===== config.mk =====
export PLATFORM = sky130hd
export DESIGN_NAME = aud_rec_play_ctrl
export DESIGN_NICKNAME = d
export VERILOG_FILES = /design/src/rtl/aud_pkg.sv /design/src/rtl/aud_sram_mux.sv /design/src/rtl/aud_rec_play_ctrl.sv
export SDC_FILE = /design/constraint.sdc
export NUM_CORES = 1
export LEC_CHECK = 0
export CAP_MARGIN = 15
export CORE_UTILIZATION = 30
export DETAILED_ROUTE_END_ITERATION = 8
export GPL_ROUTABILITY_DRIVEN = 0
export GPL_TIMING_DRIVEN = 0
export PLACE_DENSITY = 0.6
export SLEW_MARGIN = 0
export SYNTH_ARGS = -nofsm -noshare
export SYNTH_HDL_FRONTEND = slang
export SYNTH_SLANG_ARGS = --single-unit

===== constraint.sdc =====
create_clock -name i_clk -period 2.55 [get_ports i_clk]
set_clock_uncertainty 0.1 [all_clocks]
set_input_delay 0.51 -clock i_clk [delete_from_list [all_inputs] [get_ports i_clk]]
set_output_delay 0.51 -clock i_clk [all_outputs]
set_load 0.005 [all_outputs]

===== src/rtl/aud_pkg.sv =====
// Shared types and defaults for the audio recorder/player sequencer.
package aud_pkg;

  // Sequencer states. The encoding is visible on the debug LEDs, so it is fixed.
  typedef enum logic [2:0] {
    S_IDLE       = 3'd0,
    S_REC        = 3'd1,
    S_REC_PAUSE  = 3'd2,
    S_PLAY       = 3'd3,
    S_PLAY_PAUSE = 3'd4
  } state_t;

  localparam int                    AUD_ADDR_W   = 20;
  localparam logic [AUD_ADDR_W-1:0] AUD_MAX_ADDR = 20'hFFFFF;

endpackage


===== src/rtl/aud_sram_mux.sv =====
// Registered SRAM address / write-enable mux, keyed by the sequencer state.
module aud_sram_mux
  import aud_pkg::*;
#(
  parameter int ADDR_W = AUD_ADDR_W
) (
  input  logic              clk,
  input  logic              rst_n,
  input  state_t            state,
  input  logic [ADDR_W-1:0] rec_addr,
  input  logic [ADDR_W-1:0] play_addr,
  output logic [ADDR_W-1:0] sram_addr,
  output logic              sram_we_n
);

  // Route the owning engine's address to the SRAM; only active recording writes.
  always_ff @(posedge clk or negedge rst_n) begin
    if (!rst_n) begin
      sram_addr <= '0;
      sram_we_n <= 1'b1;
    end else begin
      case (state)
        S_REC: begin
          sram_addr <= rec_addr;
          sram_we_n <= 1'b0;
        end
        S_REC_PAUSE: begin
          sram_addr <= rec_addr;
          sram_we_n <= 1'b1;
        end
        S_PLAY, S_PLAY_PAUSE: begin
          sram_addr <= play_addr;
          sram_we_n <= 1'b1;
        end
        default: begin
          sram_addr <= '0;
          sram_we_n <= 1'b1;
        end
      endcase
    end
  end

endmodule


===== src/rtl/aud_rec_play_ctrl.sv =====
// Top-level record/playback sequencer: turns key pulses into one-cycle
// engine commands, owns the shared SRAM port and remembers the recording end.
module aud_rec_play_ctrl
  import aud_pkg::*;
#(
  parameter int                ADDR_W   = AUD_ADDR_W,
  parameter logic [ADDR_W-1:0] MAX_ADDR = ADDR_W'(AUD_MAX_ADDR)
) (
  input  logic              i_clk,
  input  logic              i_rst_n,
  input  logic              i_key_rec,
  input  logic              i_key_play,
  input  logic              i_key_pause,
  input  logic              i_key_stop,
  input  logic [ADDR_W-1:0] i_rec_addr,
  input  logic [ADDR_W-1:0] i_play_addr,
  output logic              o_rec_start,
  output logic              o_rec_pause,
  output logic              o_rec_stop,
  output logic              o_play_start,
  output logic              o_play_pause,
  output logic              o_play_stop,
  output logic [ADDR_W-1:0] o_sram_addr,
  output logic              o_sram_we_n,
  output logic [ADDR_W-1:0] o_end_addr,
  output logic [2:0]        o_state
);

  state_t state;

  assign o_state = state;

  // Sequencer: key priority stop > pause > rec > play; pulses last one cycle.
  always_ff @(posedge i_clk or negedge i_rst_n) begin
    if (!i_rst_n) begin
      state        <= S_IDLE;
      o_rec_start  <= 1'b0;
      o_rec_pause  <= 1'b0;
      o_rec_stop   <= 1'b0;
      o_play_start <= 1'b0;
      o_play_pause <= 1'b0;
      o_play_stop  <= 1'b0;
      o_end_addr   <= '0;
    end else begin
      o_rec_start  <= 1'b0;
      o_rec_pause  <= 1'b0;
      o_rec_stop   <= 1'b0;
      o_play_start <= 1'b0;
      o_play_pause <= 1'b0;
      o_play_stop  <= 1'b0;
      case (state)
        S_IDLE: begin
          // An empty recording (end address 0) leaves nothing to play.
          if (i_key_rec) begin
            state       <= S_REC;
            o_rec_start <= 1'b1;
          end else if (i_key_play && (o_end_addr != '0)) begin
            state        <= S_PLAY;
            o_play_start <= 1'b1;
          end
        end
        S_REC: begin
          // Memory-full auto-stop yields to an explicit pause in the same cycle.
          if (i_key_stop) begin
            state      <= S_IDLE;
            o_rec_stop <= 1'b1;
            o_end_addr <= i_rec_addr;
          end else if (i_key_pause) begin
            state       <= S_REC_PAUSE;
            o_rec_pause <= 1'b1;
          end else if (i_rec_addr == MAX_ADDR) begin
            state      <= S_IDLE;
            o_rec_stop <= 1'b1;
            o_end_addr <= i_rec_addr;
          end
        end
        S_REC_PAUSE: begin
          if (i_key_stop) begin
            state      <= S_IDLE;
            o_rec_stop <= 1'b1;
            o_end_addr <= i_rec_addr;
          end else if (i_key_pause) begin
            state       <= S_REC;
            o_rec_pause <= 1'b1;
          end
        end
        S_PLAY: begin
          // End-of-recording acts like a stop but yields to a pause key.
          if (i_key_stop) begin
            state       <= S_IDLE;
            o_play_stop <= 1'b1;
          end else if (i_key_pause) begin
            state        <= S_PLAY_PAUSE;
            o_play_pause <= 1'b1;
          end else if (i_play_addr >= o_end_addr) begin
            state       <= S_IDLE;
            o_play_stop <= 1'b1;
          end
        end
        S_PLAY_PAUSE: begin
          if (i_key_stop) begin
            state       <= S_IDLE;
            o_play_stop <= 1'b1;
          end else if (i_key_pause) begin
            state        <= S_PLAY;
            o_play_pause <= 1'b1;
          end
        end
        default: begin
          state <= S_IDLE;
        end
      endcase
    end
  end

  aud_sram_mux #(
    .ADDR_W(ADDR_W)
  ) u_sram_mux (
    .clk      (i_clk),
    .rst_n    (i_rst_n),
    .state    (state),
    .rec_addr (i_rec_addr),
    .play_addr(i_play_addr),
    .sram_addr(o_sram_addr),
    .sram_we_n(o_sram_we_n)
  );

endmodule

After elaboration in Yosys (flattened, before gate mapping)
Cells that the tools add are included.
- reductions and logical operators: 8
- eq/ne operators: 13
- $lt $le $gt $ge: 1
- multiplexer cells: 38
- operators by type and width (operator ; count):
    20-bit two-way mux ; 4
    20-bit one-hot mux with 2 select lines ; 2
    3-bit two-way mux ; 12
    20-bit == test (second input constant) ; 1
    20-bit >= comparator ; 1
    20-bit nonzero test ; 1
    1-bit two-way mux ; 17
    3-bit != test (second input constant) ; 5
    3-bit one-hot mux with 5 select lines ; 1
    4-bit != test (second input constant) ; 2
    3-bit by 2-bit == test with 1-bit output (second input constant) ; 2
    5-bit AND reduction ; 1
    1-bit one-hot mux with 2 select lines ; 2
    4-bit AND reduction ; 1
    2-bit OR reduction ; 2
    3-bit by 1-bit == test with 1-bit output (second input constant) ; 1
    3-bit == test (second input constant) ; 1
    3-bit logical NOT ; 1
    2-bit != test (second input constant) ; 1
    2-bit nonzero test ; 1
    1-bit logical AND ; 1
- word-level logic and storage cells: 70
- output and inout port bits: 50
- register bits: 50
- input port bits: 46

Logic depth before layout (Yosys ltp)
- depth after elaboration: 5
- mapped depth: 8
- mapped depth without buffers: 8

By module
From an unflattened synthesis, not the netlist that was laid out.
- cell total of the unflattened synthesis: 299
- area total of the unflattened synthesis: 3389.5 sq um
- by module, submodules not included (module ; sequential area each (sq um) ; cells each ; area an instance (sq um) ; times used):
    aud_rec_play_ctrl ; 725.7 ; 180 ; 1888.1 ; 1
    aud_sram_mux ; 526.8 ; 119 ; 1501.4 ; 1

Worst setup path before layout
OpenSTA, ideal clock, no wires.
- path kind: in2reg
- start point: input port i_play_addr[5]
- end point: register state[0], in the netlist o_state[0]
- stages: 7
- slack: 0.626 ns
- path buffers: 0
- data required time: 2.326 ns
- setup time: 0.124 ns
- data arrival time: 1.700 ns
- cells stage by stage: ha_1 -> nand2_1 -> nor3_1 -> a21oi_1 -> nor4_1 -> nor3_2 -> a211o_1
- longest elaborated chain between the ends: 3
- ends and longest elaborated chain (item ; line ; text):
    start: declaration ; aud_rec_play_ctrl.sv:16 ; input logic [ADDR_W-1:0] i_play_addr,
    20-bit >= comparator ; aud_rec_play_ctrl.sv:95 ; end else if (i_play_addr >= o_end_addr) begin
    4-bit != test (no source line) ; - ;
    5-bit AND reduction (no source line) ; - ;
    end signal: assignment ; aud_rec_play_ctrl.sv:93 ; state <= S_PLAY_PAUSE;
    end signal: assignment ; aud_rec_play_ctrl.sv:96 ; state <= S_IDLE;
    end signal: assignment ; aud_rec_play_ctrl.sv:102 ; state <= S_IDLE;
    end: declaration ; aud_rec_play_ctrl.sv:29 ; state_t state;
No other way between the ends.
A chain may end at the register's enable or synchronous reset.

Worst setup path in the final report
- start point: input port i_rec_addr[4]
- end point: register o_end_addr[19]
- longest elaborated chain between the ends: 3
- ends and longest elaborated chain (item ; line ; text):
    start: declaration ; aud_rec_play_ctrl.sv:15 ; input logic [ADDR_W-1:0] i_rec_addr,
    20-bit == test ; aud_rec_play_ctrl.sv:71 ; end else if (i_rec_addr == MAX_ADDR) begin
    3-bit != test (no source line) ; - ;
    4-bit AND reduction (no source line) ; - ;
    end signal: assignment ; aud_rec_play_ctrl.sv:67 ; o_end_addr <= i_rec_addr;
    end signal: assignment ; aud_rec_play_ctrl.sv:74 ; o_end_addr <= i_rec_addr;
    end signal: assignment ; aud_rec_play_ctrl.sv:81 ; o_end_addr <= i_rec_addr;
    end: declaration ; aud_rec_play_ctrl.sv:25 ; output logic [ADDR_W-1:0] o_end_addr,
No other way between the ends.

==> run metrics <==
status completed; Fin. Hold Viols 0; Synth Warn # 0; Stages on worst setup path 8; initial antenna violation count 0; P_leak 0.00164 uW; Detailed Routing Iterations Pass 1 4; DP Wirelength 5.41 mm; switching power share of the total roughly 34%; Die ar. 8800 sq um; Layout Nets 391; share of the synthesized area in the top cell type 48.5%; CP endpoint kind flop; Net Switching 1380 uW; worst path cell trace clkdlybuf4s50_1, nand4_1, nor3_2, nand2_1, nor3_1, o21a_2, buf_4, mux2_1; port buffer count between 90 and 100; max cap viols 0; worst-margin pin slew 0.570 ns; Clk Latency, worst-skew pair 0.30 ns; CP max FO 10; post-synthesis cell type count 39; Reg area 1250 sq um; Antenna Nets Post-Route 0; Int Pwr 2650 uW; Area Growth Syn to Fin 47.9%; pin count of the biggest net entering global routing 35; Worst R2R Start o_end_addr[5]; R2R depth 8; sequential fraction of the synthesis area 49.5%; mapped cell area between 2000 and 3000 sq um; Clock Sinks 50; slew margin rel. 62.0%; main area contributors after synthesis dfrtp_1, ha_1, mux2_1; wire per inst 16.1 microns; min Tclk post-route 2.42 ns; Gate power share 52.3%; Final Power 4030 uW; Fillers 790; core region area a little over 8000 sq um; Hold WC Path Type primary input to async pin; Via density slightly below 5; DIE HEIGHT ~94 microns; Post-synth EDFFs 0; Critical Path Start Type primary input; achievable frequency 413 MHz; 1st-iter DRT viols 69; Main synth FF type dfrtp_1; Routed Wire Length 6.93 mm; final setup fails 0; DRC Markers 0; clock tree from TritonCTS built; Critical Path AT 2.51 ns; slowest CP cell clkdlybuf4s50_1; cts bufs inserted 5; remaining global-route overflow 0; worst path bufs/invs 2; clk root buf clkbuf_8; Starting Density 30.9%; Worst Path Required ~2.6 ns; vias 2108; antenna cell count 0; # hold bufs at CTS 0; Max IR drop VDD 0.000395 V; footprint of the multi-input gates 1150 sq um; global-route wire length before repair 11.2 mm; Slew Limit Fails 0; clock group share of total power 13.3%; Clock Path Buffers 2; PD cells around 1100 nW/um^2; Synth area leader dfrtp_1; I/O Pins 96; Finished Cell Area 3740 sq um; most common cell in the netlist dfrtp_1; cell count after synthesis 222; Flop pwr share 34.4%; RSZ-0062 raised after global routing false; GRT Total Usage 16.7%; crit-path leading delay family buffers and inverters; Reg clk slew, reported paths 0.09 ns; final period utilization between 90% and 100%; Synth async-reset ratio 100%; layout cells sized above 1 7.36%; Yosys reg bits 50; reg2reg setup slack 0.43 ns; Area after DPL 3630 sq um; Avg Inst Size Synth 11.4 sq um; critical path's largest stage delay 0.52 ns; Die Wd approximately 94 microns; Setup Crit Path Kind primary input to flop; Commonest cells post-synth dfrtp_1, a22o_1, ha_1, inv_1, mux2_1; floorplan row count 33; vias in the first global route 2142; syn nets 288; RR Endpoint o_state[0]; htree depth 2
-- worst reg2reg max path, cell delays in order (launching register included) --
cell	delay, ns
dfrtp_1	0.41
inv_1	0.06
ha_1	0.29
nand2_1	0.06
nor3_1	0.16
a21oi_1	0.11
nor4_1	0.48
nor3_2	0.11
a211o_1	0.24
-- sequential cells by signal, indices dropped and copies added, names as in the netlist --
register	flops
u_sram_mux.sram_addr	20
o_rec_pause	1
o_play_start	1
o_rec_start	1
o_state	3
o_play_pause	1
o_play_stop	1
o_end_addr	20
o_rec_stop	1
u_sram_mux.sram_we_n	1
-- power groups by stage --
stage	combinational [uW]	sequential [uW]	clock [uW]
after floorplan	1020	1390	0
after global placement	2080	1410	0
after detailed placement	2120	1400	0
after CTS	2140	1390	555
after global routing	2340	1430	588
final	2110	1390	534
-- worst max-delay path by stage --
stage | startpoint | to
after floorplan | i_play_addr[5] | o_state[0]
after global placement | i_rst_n | u_sram_mux.sram_addr[13]
after detailed placement | i_rec_addr[4] | o_end_addr[19]
after CTS | i_rec_addr[4] | o_end_addr[19]
after global routing | i_rec_addr[4] | o_end_addr[18]
final | i_rec_addr[4] | o_end_addr[19]
-- what timing repair did --
item / CTS / global route
setup endpoints to repair: 0 / 19
setup buffers: 0 / 0
hold endpoints to repair: 0 / 0
gates resized for setup: 0 / 1
-- through the flow --
step                      TNS (ns)  setup WS (ns)  utilization [%]  hold WS, ns  std cells
after global placement      -39.01         -0.694             44.2        0.423        422
final                            0          0.126             45.8       0.0455        431
after detailed placement     -5.58         -0.297             44.4        0.378        423
after floorplan                  0          0.626                -        0.114        222
after global routing             0         0.0256             45.8       0.0565        431
after CTS                        0         0.0294             45.7       0.0500        431
-- cell families after synthesis --
logic type | share of synthesized area, %
AND/OR/NAND/NOR | 11.6
flip-flops | 49.5
AO/OA/AOI/OAI | 14.2
buffers and inverters | 5.09
multiplexers | 9.30
adder cells (fa/ha/maj) | 10.3
-- area by class of cell --
cell class	count	share of cell area, %
Multi-Input combinational cell	142	30.8
Clock buffer	8	2.94
Sequential cell	50	33.5
Buffer	9	1.34
Inverter	21	2.11
Tap cell	105	3.51
Timing Repair Buffer	96	25.8
-- layer usage --
| layer | global-route usage [%] | vias up | share of wire, % | wire length, microns |
|---|---|---|---|---|
| met5 | 0 | - | 0 | 0 |
| met4 | 3.46 | 0 | 0.46 | 32 |
| met3 | 3.16 | 2 | 4.3 | 298 |
| met2 | 27.4 | 66 | 48 | 3350 |
| met1 | 23.0 | 1026 | 47 | 3240 |
| li1 | - | 1014 | - | - |
-- placed cells by master (no fill, tap or decap), types with 2 or more instances in the layout --
master,count
clkdlybuf4s50_1,94
dfrtp_1,49
inv_1,20
a22o_1,20
mux2_1,20
ha_1,20
a21oi_1,10
nand2_1,10
nand4_1,8
clkbuf_8,8
nor4_1,7
nor2_1,6
nand2b_1,5
buf_4,4
clkbuf_1,4
o21ai_1,4
nor3_1,3
nor4b_1,3
buf_2,2
nor3_2,2
a21o_1,2
nand3_1,2
a211oi_1,2
o21ai_0,2
o31ai_1,2
Note: power is estimated with default switching activity, not from simulation.
